`src/rtl/alu_pkg.sv`:
```
// Shared opcode encodings, comparison result codes and opcode-class decode
// for the registered ALU.
package alu_pkg;

  localparam logic [3:0] ALU_ADD   = 4'b0000;
  localparam logic [3:0] ALU_SUB   = 4'b0001;
  localparam logic [3:0] ALU_MUL   = 4'b0010;
  localparam logic [3:0] ALU_DIV   = 4'b0011;
  localparam logic [3:0] ALU_AND   = 4'b0100;
  localparam logic [3:0] ALU_OR    = 4'b0101;
  localparam logic [3:0] ALU_NAND  = 4'b0110;
  localparam logic [3:0] ALU_NOR   = 4'b0111;
  localparam logic [3:0] ALU_XOR   = 4'b1000;
  localparam logic [3:0] ALU_XNOR  = 4'b1001;
  localparam logic [3:0] ALU_CMPEQ = 4'b1010;
  localparam logic [3:0] ALU_CMPGT = 4'b1011;
  localparam logic [3:0] ALU_CMPLT = 4'b1100;
  localparam logic [3:0] ALU_SHR   = 4'b1101;
  localparam logic [3:0] ALU_SHL   = 4'b1110;
  localparam logic [3:0] ALU_NOP   = 4'b1111;

  localparam logic [1:0] CMP_EQ = 2'd1;
  localparam logic [1:0] CMP_GT = 2'd2;
  localparam logic [1:0] CMP_LT = 2'd3;

  typedef enum logic [2:0] {
    CLS_NONE  = 3'd0,
    CLS_ARITH = 3'd1,
    CLS_LOGIC = 3'd2,
    CLS_CMP   = 3'd3,
    CLS_SHIFT = 3'd4
  } op_class_e;

  function automatic op_class_e op_class(input logic [3:0] fun);
    op_class_e cls;
    case (fun)
      ALU_ADD, ALU_SUB, ALU_MUL, ALU_DIV:                   cls = CLS_ARITH;
      ALU_AND, ALU_OR, ALU_NAND, ALU_NOR, ALU_XOR, ALU_XNOR: cls = CLS_LOGIC;
      ALU_CMPEQ, ALU_CMPGT, ALU_CMPLT:                      cls = CLS_CMP;
      ALU_SHR, ALU_SHL:                                     cls = CLS_SHIFT;
      default:                                              cls = CLS_NONE;
    endcase
    return cls;
  endfunction

endpackage

```
`src/rtl/alu_core.sv`:
```
// Combinational result mux: zero-extends both operands to out_width and
// selects the function result by opcode.
module alu_core
  import alu_pkg::*;
#(
  parameter int data_width = 8,
  parameter int out_width  = 16
) (
  input  logic [data_width-1:0] a_i,
  input  logic [data_width-1:0] b_i,
  input  logic [3:0]            fun_i,
  output logic [out_width-1:0]  result_o
);

  logic [out_width-1:0] a_ext_s;
  logic [out_width-1:0] b_ext_s;

  assign a_ext_s = {{(out_width-data_width){1'b0}}, a_i};
  assign b_ext_s = {{(out_width-data_width){1'b0}}, b_i};

  // Inversions act on the extended operands, so upper result bits read as 1.
  always_comb begin
    result_o = {out_width{1'b0}};
    case (fun_i)
      ALU_ADD:   result_o = a_ext_s + b_ext_s;
      ALU_SUB:   result_o = a_ext_s - b_ext_s;
      ALU_MUL:   result_o = a_ext_s * b_ext_s;
      ALU_DIV: begin
        if (b_ext_s == {out_width{1'b0}}) begin
          result_o = {out_width{1'b0}};
        end else begin
          result_o = a_ext_s / b_ext_s;
        end
      end
      ALU_AND:   result_o = a_ext_s & b_ext_s;
      ALU_OR:    result_o = a_ext_s | b_ext_s;
      ALU_NAND:  result_o = ~(a_ext_s & b_ext_s);
      ALU_NOR:   result_o = ~(a_ext_s | b_ext_s);
      ALU_XOR:   result_o = a_ext_s ^ b_ext_s;
      ALU_XNOR:  result_o = ~(a_ext_s ^ b_ext_s);
      ALU_CMPEQ: begin
        if (a_ext_s == b_ext_s) begin
          result_o = {{(out_width-2){1'b0}}, CMP_EQ};
        end else begin
          result_o = {out_width{1'b0}};
        end
      end
      ALU_CMPGT: begin
        if (a_ext_s > b_ext_s) begin
          result_o = {{(out_width-2){1'b0}}, CMP_GT};
        end else begin
          result_o = {out_width{1'b0}};
        end
      end
      ALU_CMPLT: begin
        if (a_ext_s < b_ext_s) begin
          result_o = {{(out_width-2){1'b0}}, CMP_LT};
        end else begin
          result_o = {out_width{1'b0}};
        end
      end
      ALU_SHR:   result_o = a_ext_s >> 1;
      ALU_SHL:   result_o = a_ext_s << 1;
      default:   result_o = {out_width{1'b0}};
    endcase
  end

endmodule

```
`src/rtl/alu.sv`:
```
// Registered ALU top: one-cycle result/valid registers around alu_core and
// combinational opcode-class flags.
module alu
  import alu_pkg::*;
#(
  parameter int data_width = 8,
  parameter int out_width  = 16
) (
  input  logic                  CLK,
  input  logic                  RST,
  input  logic [data_width-1:0] A,
  input  logic [data_width-1:0] B,
  input  logic [3:0]            ALU_FUN,
  input  logic                  En,
  output logic [out_width-1:0]  ALU_OUT,
  output logic                  ALU_Valid,
  output logic                  Arith_Flag,
  output logic                  Logic_Flag,
  output logic                  CMP_Flag,
  output logic                  Shift_Flag
);

  logic [out_width-1:0] result_s;
  logic [out_width-1:0] alu_out_d;
  logic [out_width-1:0] alu_out_q;
  logic                 valid_d;
  logic                 valid_q;
  op_class_e            cls_s;

  alu_core #(
    .data_width (data_width),
    .out_width  (out_width)
  ) u_core (
    .a_i      (A),
    .b_i      (B),
    .fun_i    (ALU_FUN),
    .result_o (result_s)
  );

  // Capture on En; otherwise hold the result and drop valid.
  always_comb begin
    alu_out_d = alu_out_q;
    valid_d   = 1'b0;
    if (En) begin
      alu_out_d = result_s;
      valid_d   = 1'b1;
    end else begin
      alu_out_d = alu_out_q;
      valid_d   = 1'b0;
    end
  end

  // Synchronous active-low reset overrides En and discards any pending result.
  always_ff @(posedge CLK) begin
    if (!RST) begin
      alu_out_q <= {out_width{1'b0}};
      valid_q   <= 1'b0;
    end else begin
      alu_out_q <= alu_out_d;
      valid_q   <= valid_d;
    end
  end

  assign ALU_OUT   = alu_out_q;
  assign ALU_Valid = valid_q;

  assign cls_s      = op_class(ALU_FUN);
  assign Arith_Flag = (cls_s == CLS_ARITH);
  assign Logic_Flag = (cls_s == CLS_LOGIC);
  assign CMP_Flag   = (cls_s == CLS_CMP);
  assign Shift_Flag = (cls_s == CLS_SHIFT);

endmodule

```
`config.mk`:
```
export PLATFORM = sky130hd
export DESIGN_NAME = alu
export DESIGN_NICKNAME = d
export VERILOG_FILES = /design/src/rtl/alu_pkg.sv /design/src/rtl/alu_core.sv /design/src/rtl/alu.sv
export SDC_FILE = /design/constraint.sdc
export NUM_CORES = 1
export LEC_CHECK = 0
export ABC_CLOCK_PERIOD_IN_PS = 34900
export CAP_MARGIN = 15
export CORE_MARGIN = 5
export CORE_UTILIZATION = 58
export DETAILED_ROUTE_END_ITERATION = 6
export PLACE_DENSITY = 0.8
export SLEW_MARGIN = 20
export SYNTH_ARGS = -nofsm -noshare
export SYNTH_HDL_FRONTEND = slang
export SYNTH_SLANG_ARGS = --single-unit
```
`constraint.sdc`:
```
create_clock -name CLK -period 34.9 [get_ports CLK]
set_input_delay 6.98 -clock CLK [delete_from_list [all_inputs] [get_ports CLK]]
set_output_delay 6.98 -clock CLK [all_outputs]
set_load 0.02 [all_outputs]
```
After elaboration in Yosys (flattened, before gate mapping):

Memory sizes are Yosys's and may differ from the RTL's.
Index checks and enable logic that the tools add are counted.
W data, S select, Z words.

* register bits after elaboration: 17
* bits in read-only memories: 48
* bits of input ports: 23
* output and inout port bits: 21
* word-level logic and storage cells: 42
* memories: 1

* add/sub/neg operators: 2
* multipliers: 1
* divide/modulo/power cells: 1
* magnitude comparators: 2
* equality and inequality tests: 19
* muxes and demuxes: 6
* bitwise logic cells: 6
* reduce and logical (&&, ||, !) cells: 2

Memories
* (name not given): depth 16, width 3, read ports 1, clocked after Yosys merged registers in 0, wr ports 0, line alu_pkg.sv:36 `case (fun)`

Operators with widths (count)
* $pmux W16 S15: 1
* $not A16 Y16: 3
* $eq A4 B4 Y1 const B: 7
* $div A8 B8 Y16: 1
* $eq A4 B3 Y1 const B: 4
* $logic_not A16 Y1: 1
* $mul A8 B8 Y16: 1
* $mux W16: 1
* $add A8 B8 Y9: 1
* $sub A8 B8 Y9: 1
* $and A8 B8 Y8: 1
* $eq A4 B2 Y1 const B: 2
* $eq A8 B8 Y1: 1
* $gt A8 B8 Y1: 1
* $lt A8 B8 Y1: 1
* $or A8 B8 Y8: 1
* $xor A8 B8 Y8: 1
* $eq A3 B2 Y1 const B: 2
* $eq A4 B1 Y1 const B: 1
* $logic_not A4 Y1: 1
* $mux W2: 2
* $eq A3 B1 Y1 const B: 1
* $eq A3 B3 Y1 const B: 1
* $mux W1: 2

Depth between registers and ports, before layout:

* depth in word-level cells: 3
* mapped depth: 147
* depth with buffers taken out: 140

Hierarchy:

From an unflattened synthesis, not the netlist that was laid out.

* cells, all modules: 1213
* area total of the unflattened synthesis: 9220.1 sq um

Modules (own cells, without submodules)
* alu_core: times used 1, cells each 1150, area each 8508.2 sq um, seq. area each 0.0 sq um
* alu: times used 1, cells each 63, area each 711.9 sq um, seq. area each 340.3 sq um

Worst setup path before layout:

No wires, ideal clock.

* path kind: input to register
* start: input B[5]
* end: register alu_out_q[0] (netlist: ALU_OUT[0])
* library setup time: 0.133 ns
* data arrival time: 34.251 ns
* data required time: 34.767 ns
* slack: 0.515 ns
* cell stages on the path: 139
* path buffers: 9
* path through: buf_2 -> or4_1 -> buf_2 -> nand3b_4 -> nor4_4 -> ha_1 -> o21ai_0 -> a21oi_1 -> and2_1 -> or2b_1 -> nand2_1 -> ha_1 -> a21oi_1 -> nand2_1 -> mux2i_1 -> nor3_1 -> ha_1 -> or3_1 -> (+103 left out) -> a21o_1 -> a21o_1 -> a21o_1 -> a211o_4 -> nor2_8 -> mux2i_1 -> ha_1 -> a21boi_0 -> o21ai_0 -> nand2b_1 -> a21oi_1 -> nor2b_1 -> o21ai_0 -> nand2b_1 -> a21oi_1 -> nor2b_1 -> o31ai_1 -> o211ai_1

* longest elaborated chain between the ends: 3
* elaborated cells between the ends (all ways): 8
* those cells by class: div: 1; order compare: 1; eq/ne: 1; mux: 4; reduce/logical: 1

Ends and longest elaborated chain
* start, declared: line alu.sv:12 `input logic [data_width-1:0] B,`
* $div A8 B8 Y16, or another cell as far along: line alu_core.sv:32 `result_o = a_ext_s / b_ext_s;`
* $mux W16, or another cell as far along: line alu_core.sv:29 `if (b_ext_s == {out_width{1'b0}}) begin`
* $pmux W16 S15 *: line alu_core.sv:24 `case (fun_i)`
* end signal, assigned: line alu.sv:56 `alu_out_q <= {out_width{1'b0}};`
* end signal, assigned: line alu.sv:59 `alu_out_q <= alu_out_d;`
* end, declared: line alu.sv:25 `logic [out_width-1:0] alu_out_q;`

Every way passes the cells marked *; elsewhere a longest branch is shown, timed or not.
A chain may end at the register's enable or synchronous reset.

Final worst setup path:

* start: input A[3]
* end: register alu_out_q[0] (netlist: ALU_OUT[0])

* longest elaborated chain between the ends: 3
* elaborated cells between the ends (all ways): 7
* those cells by class: div: 1; order compare: 1; eq/ne: 1; mux: 4

Ends and longest elaborated chain
* start, declared: line alu.sv:11 `input logic [data_width-1:0] A,`
* $div A8 B8 Y16, or another cell as far along: line alu_core.sv:32
* $mux W16, or another cell as far along: line alu_core.sv:29
* $pmux W16 S15 *: line alu_core.sv:24

Marked as above.

==> impl.org <==
** Run status
- Outcome :: completed

** Routing
- Via Count :: 10500
- Drt drc :: 0
- Antenna-violating nets left :: 0
- Number of iterations in the first detailed-routing pass :: 5
- Via-per-instance ratio :: 6.42
- Total wire length after detailed routing :: 31.0 mm
- In the final routed layout, each cell accounts on average for 19.0 um.
- Number of DRC markers in iteration 0 :: 998

** STA
- Final Setup Violations :: 0
- Number of max-slew violations in the final report :: 0
- The clock arrives with 0 ns of skew.
- Subtracting the final worst setup slack from the clock period gives 33.80 ns.
- For the pin with the worst max-slew slack, the measured transition is 0.990 ns.
- In the finished design, the share of the clock period the worst path needs comes to 0.968.
- For this run, the top clock speed supported by timing is 0.0296 GHz.
- Rel. slew slack :: 0.339
- The number of hold violations in the final report was 0.
- Adding up every negative setup slack in the final design gives 0 ns.

** Floorplan
- 44 I/O pins were placed.
- The core region is 16600 sq um.
- Number of placement rows :: 47
- The initial utilization of the core area, before any placement, comes to 0.593.
- Die boundary width :: 140 um
- Measured along the y axis, the die boundary spans 140 um.
- Total die area :: 19700 sq um

** Clock network
- After clock tree synthesis, the clock-pin slew on the worst setup and hold paths is 0.06 ns.
- Clock tree root buffer cell :: clkbuf_16
- Number of clock buffers inserted by TritonCTS :: 3
- Clock tree from TritonCTS :: done
- Clk_lat worst skew :: 0.26 ns
- Maximum root-to-sink buffer count :: 2
- The clock drives 17 sinks.
- Hold buffer count at cts :: 0
- Clock H-tree levels :: 1

** Cells and area
- Most frequent cells in the layout :: ha_1, nand2_1, inv_1, nor2_1, buf_4
- Seq. cell area :: 340 sq um
- After routing the design area is 11600 sq um.
- Number of antenna repair diodes :: 0
- In the final layout, the share of cells above drive strength 1 is 0.175.
- The multi-input combinational cells in the finished layout cover a total of 9320 sq um.
- Counting the fill cells in the layout gives 1362.
- Commonest non-fill, non-tap cell in the layout :: ha_1
- Net count, final :: 1639
- Once layout is complete, the utilization of the core stands at 0.695.
- From synthesis to final layout, the design area changed by 17.1%.

** Synth
- Post-Synthesis Cells :: 1306
- After synthesis the cells add up to 9870 sq um.
- The share of the Yosys chip area taken by registers is 0.0345.
- Counting flops with an async set or reset pin after synthesis yields a share of 0.
- In this run, synthesis inferred 0 flip-flops with an integrated enable.
- The number of different library cells used by synthesis comes to 106.
- Avg Inst Size Synth :: 7.56 sq um
- For this run, the number of Yosys warnings is 0.
- Among all flip-flop cells after synthesis, the most frequent one is dfxtp_1.
- Number of synthesized register bits :: 17

** Global routing
- Global-route wire length before repair :: 48.1 mm
- Total grt overflow :: 0
- Entering global routing, the biggest net connects 27 pins.
- Antenna violations before repair :: 0
- For this run, the total global-route usage over all layers was measured as 0.291.
- Via count of the first global-routing pass :: 9786

** Power
- In this run the power density over the cells is 97.1 nW/um^2.
- The share of total power dissipated in combinational logic is 0.958.
- Part of the power in registers :: 0.020
- Internal power comes to 567 uW.
- Max IR drop VDD :: 0.173 mV
- Summed over all nets, the switching power comes to 555 uW.
- Clock power frac :: 0.022
- Static leakage power :: 5.38 nW
- Switching Share :: 0.495

** Run
- Max-cap violations in this run came to 0.

** Setup path
- The worst setup path is launched from an input pin.
- Critical Path Sink Type :: register
- Max Fanout on Critical Path :: 8
- Sum of buffers and inverters on the critical path :: 7
- Worst path arrival time :: 33.93 ns
- Data on the critical path is required at its endpoint by 35.03 ns.
- Cell type of the slowest stage on the worst timing path :: or4_4
- In this design, the critical path's most frequently occurring cell is o21a_1.
- Worst stage delay on the critical path :: 0.59 ns
- The critical path is of the in -> reg type.
- Worst path top cell family by delay :: compound AO/OA/AOI/OAI gates

** Min path
- Worst hold-check path type :: reg -> reg

** Place
- The wire-length estimate of the detail-placed layout is 23.7 mm.
- The count of buffers added on input and output ports is 43.
- Placer Congestion :: 1.02
- Summing all placed instances gives a cell area of 10900 sq um.
-- layer usage --
layer | wire length (um) | global-route usage
met5 | 0 | 0
met4 | 1160 | 0.119
met3 | 2580 | 0.0344
met2 | 14200 | 0.480
met1 | 13100 | 0.385
-- worst paths after layout --
check | start | endpoint | slack, ns | depth (start not counted)
worst max-delay path | A[3] | ALU_OUT[0] | 1.10 | 134
worst min-delay path | ALU_OUT[7] | ALU_OUT[7] | 0.60 | 3
worst max register to register | ALU_OUT[1] | ALU_OUT[1] | 33.77 | 5
worst min register to register | ALU_OUT[7] | ALU_OUT[7] | 0.60 | 3
-- cell usage after synthesis, drive strengths merged (5+ instances only) --
cell	count	area, sq um
or3	11	68.8
o31ai	15	113
nor2b	17	106
a221oi	9	78.8
mux2i	21	214
o211ai	22	170
nor2	113	448
o21bai	14	105
and3	8	56.3
o21ai	72	379
mux2	27	338
and2	26	163
o22ai	18	119
nand2	122	468
o21a	46	347
o2111ai	5	50.0
nor3	43	220
inv	108	405
a21oi	91	504
a31oi	11	81.3
nand4	7	43.8
nand2b	14	87.6
xnor2	38	333
nor4	8	65.1
a211oi	15	133
nand3	23	125
ha	167	2090
a22oi	6	45.0
fa	38	761
a211o	5	52.6
buf	9	56.3
clkbuf	35	131
or2	12	75.1
dfxtp	17	340
a21o	26	195
xor2	21	184
-- kinds of logic (layout without fill, tap and decap cells) --
group | count (synthesis) | after routing | synth area share
compound gates | 402 | 403 | 0.295
xor+xnor | 59 | 59 | 0.0523
buf+inv | 153 | 248 | 0.0604
mux | 48 | 48 | 0.0559
flops | 17 | 17 | 0.0345
fa+ha+maj | 205 | 205 | 0.289
other cells | 1 | 8 | 0.000380
simple gates | 421 | 422 | 0.213
-- worst register-to-register path: stages (launching register included) --
cell and delay [ns]:
dfxtp_1 0.33, nor2b_1 0.14, a21oi_1 0.19, nand3_1 0.10, a21oi_1 0.15, a21oi_1 0.10
-- metrics by stage --
step	hold WS [ns]	power [mW]	cells	setup WS [ns]
2_1_floorplan	0.671	0.823	1313	0.515
3_3_place_gp	0.564	0.973	1591	0.0441
3_5_place_dp	0.569	0.989	1591	-0.648
4_1_cts	0.592	1.03	1598	0.0654
5_1_grt	0.633	1.23	1630	-0.398
6_report	0.595	1.12	1630	1.10
-- layout make-up --
class / instances / share of cell area
Tap cell: 220 / 0.0238
Inverter: 109 / 0.0354
Timing Repair Buffer: 135 / 0.0976
Clock inverter: 1 / 0.000649
Multi-Input combinational cell: 1145 / 0.807
Sequential cell: 17 / 0.0294
Clock buffer: 3 / 0.00649
-- timing repair --
item,4_1_cts,5_1_grt
pin swaps,2,29
cloned,0,2
gates resized for setup,3,79
setup endpoints to repair,1,2
setup buffers,3,30
-- flip-flops by register name (all words and copies together), names as in the netlist --
signal / cells
ALU_OUT: 16
ALU_Valid: 1
-- power by group through the flow --
stage | clock network, mW | logic (mW) | registers, mW
floorplan | 0 | 0.799 | 0.0239
detailed placement | 0 | 0.966 | 0.0226
finish | 0.0252 | 1.07 | 0.0222
global route | 0.0260 | 1.18 | 0.0223
global placement | 0 | 0.950 | 0.0226
CTS | 0.0251 | 0.979 | 0.0222
Note: power is estimated with default switching activity, not from simulation.
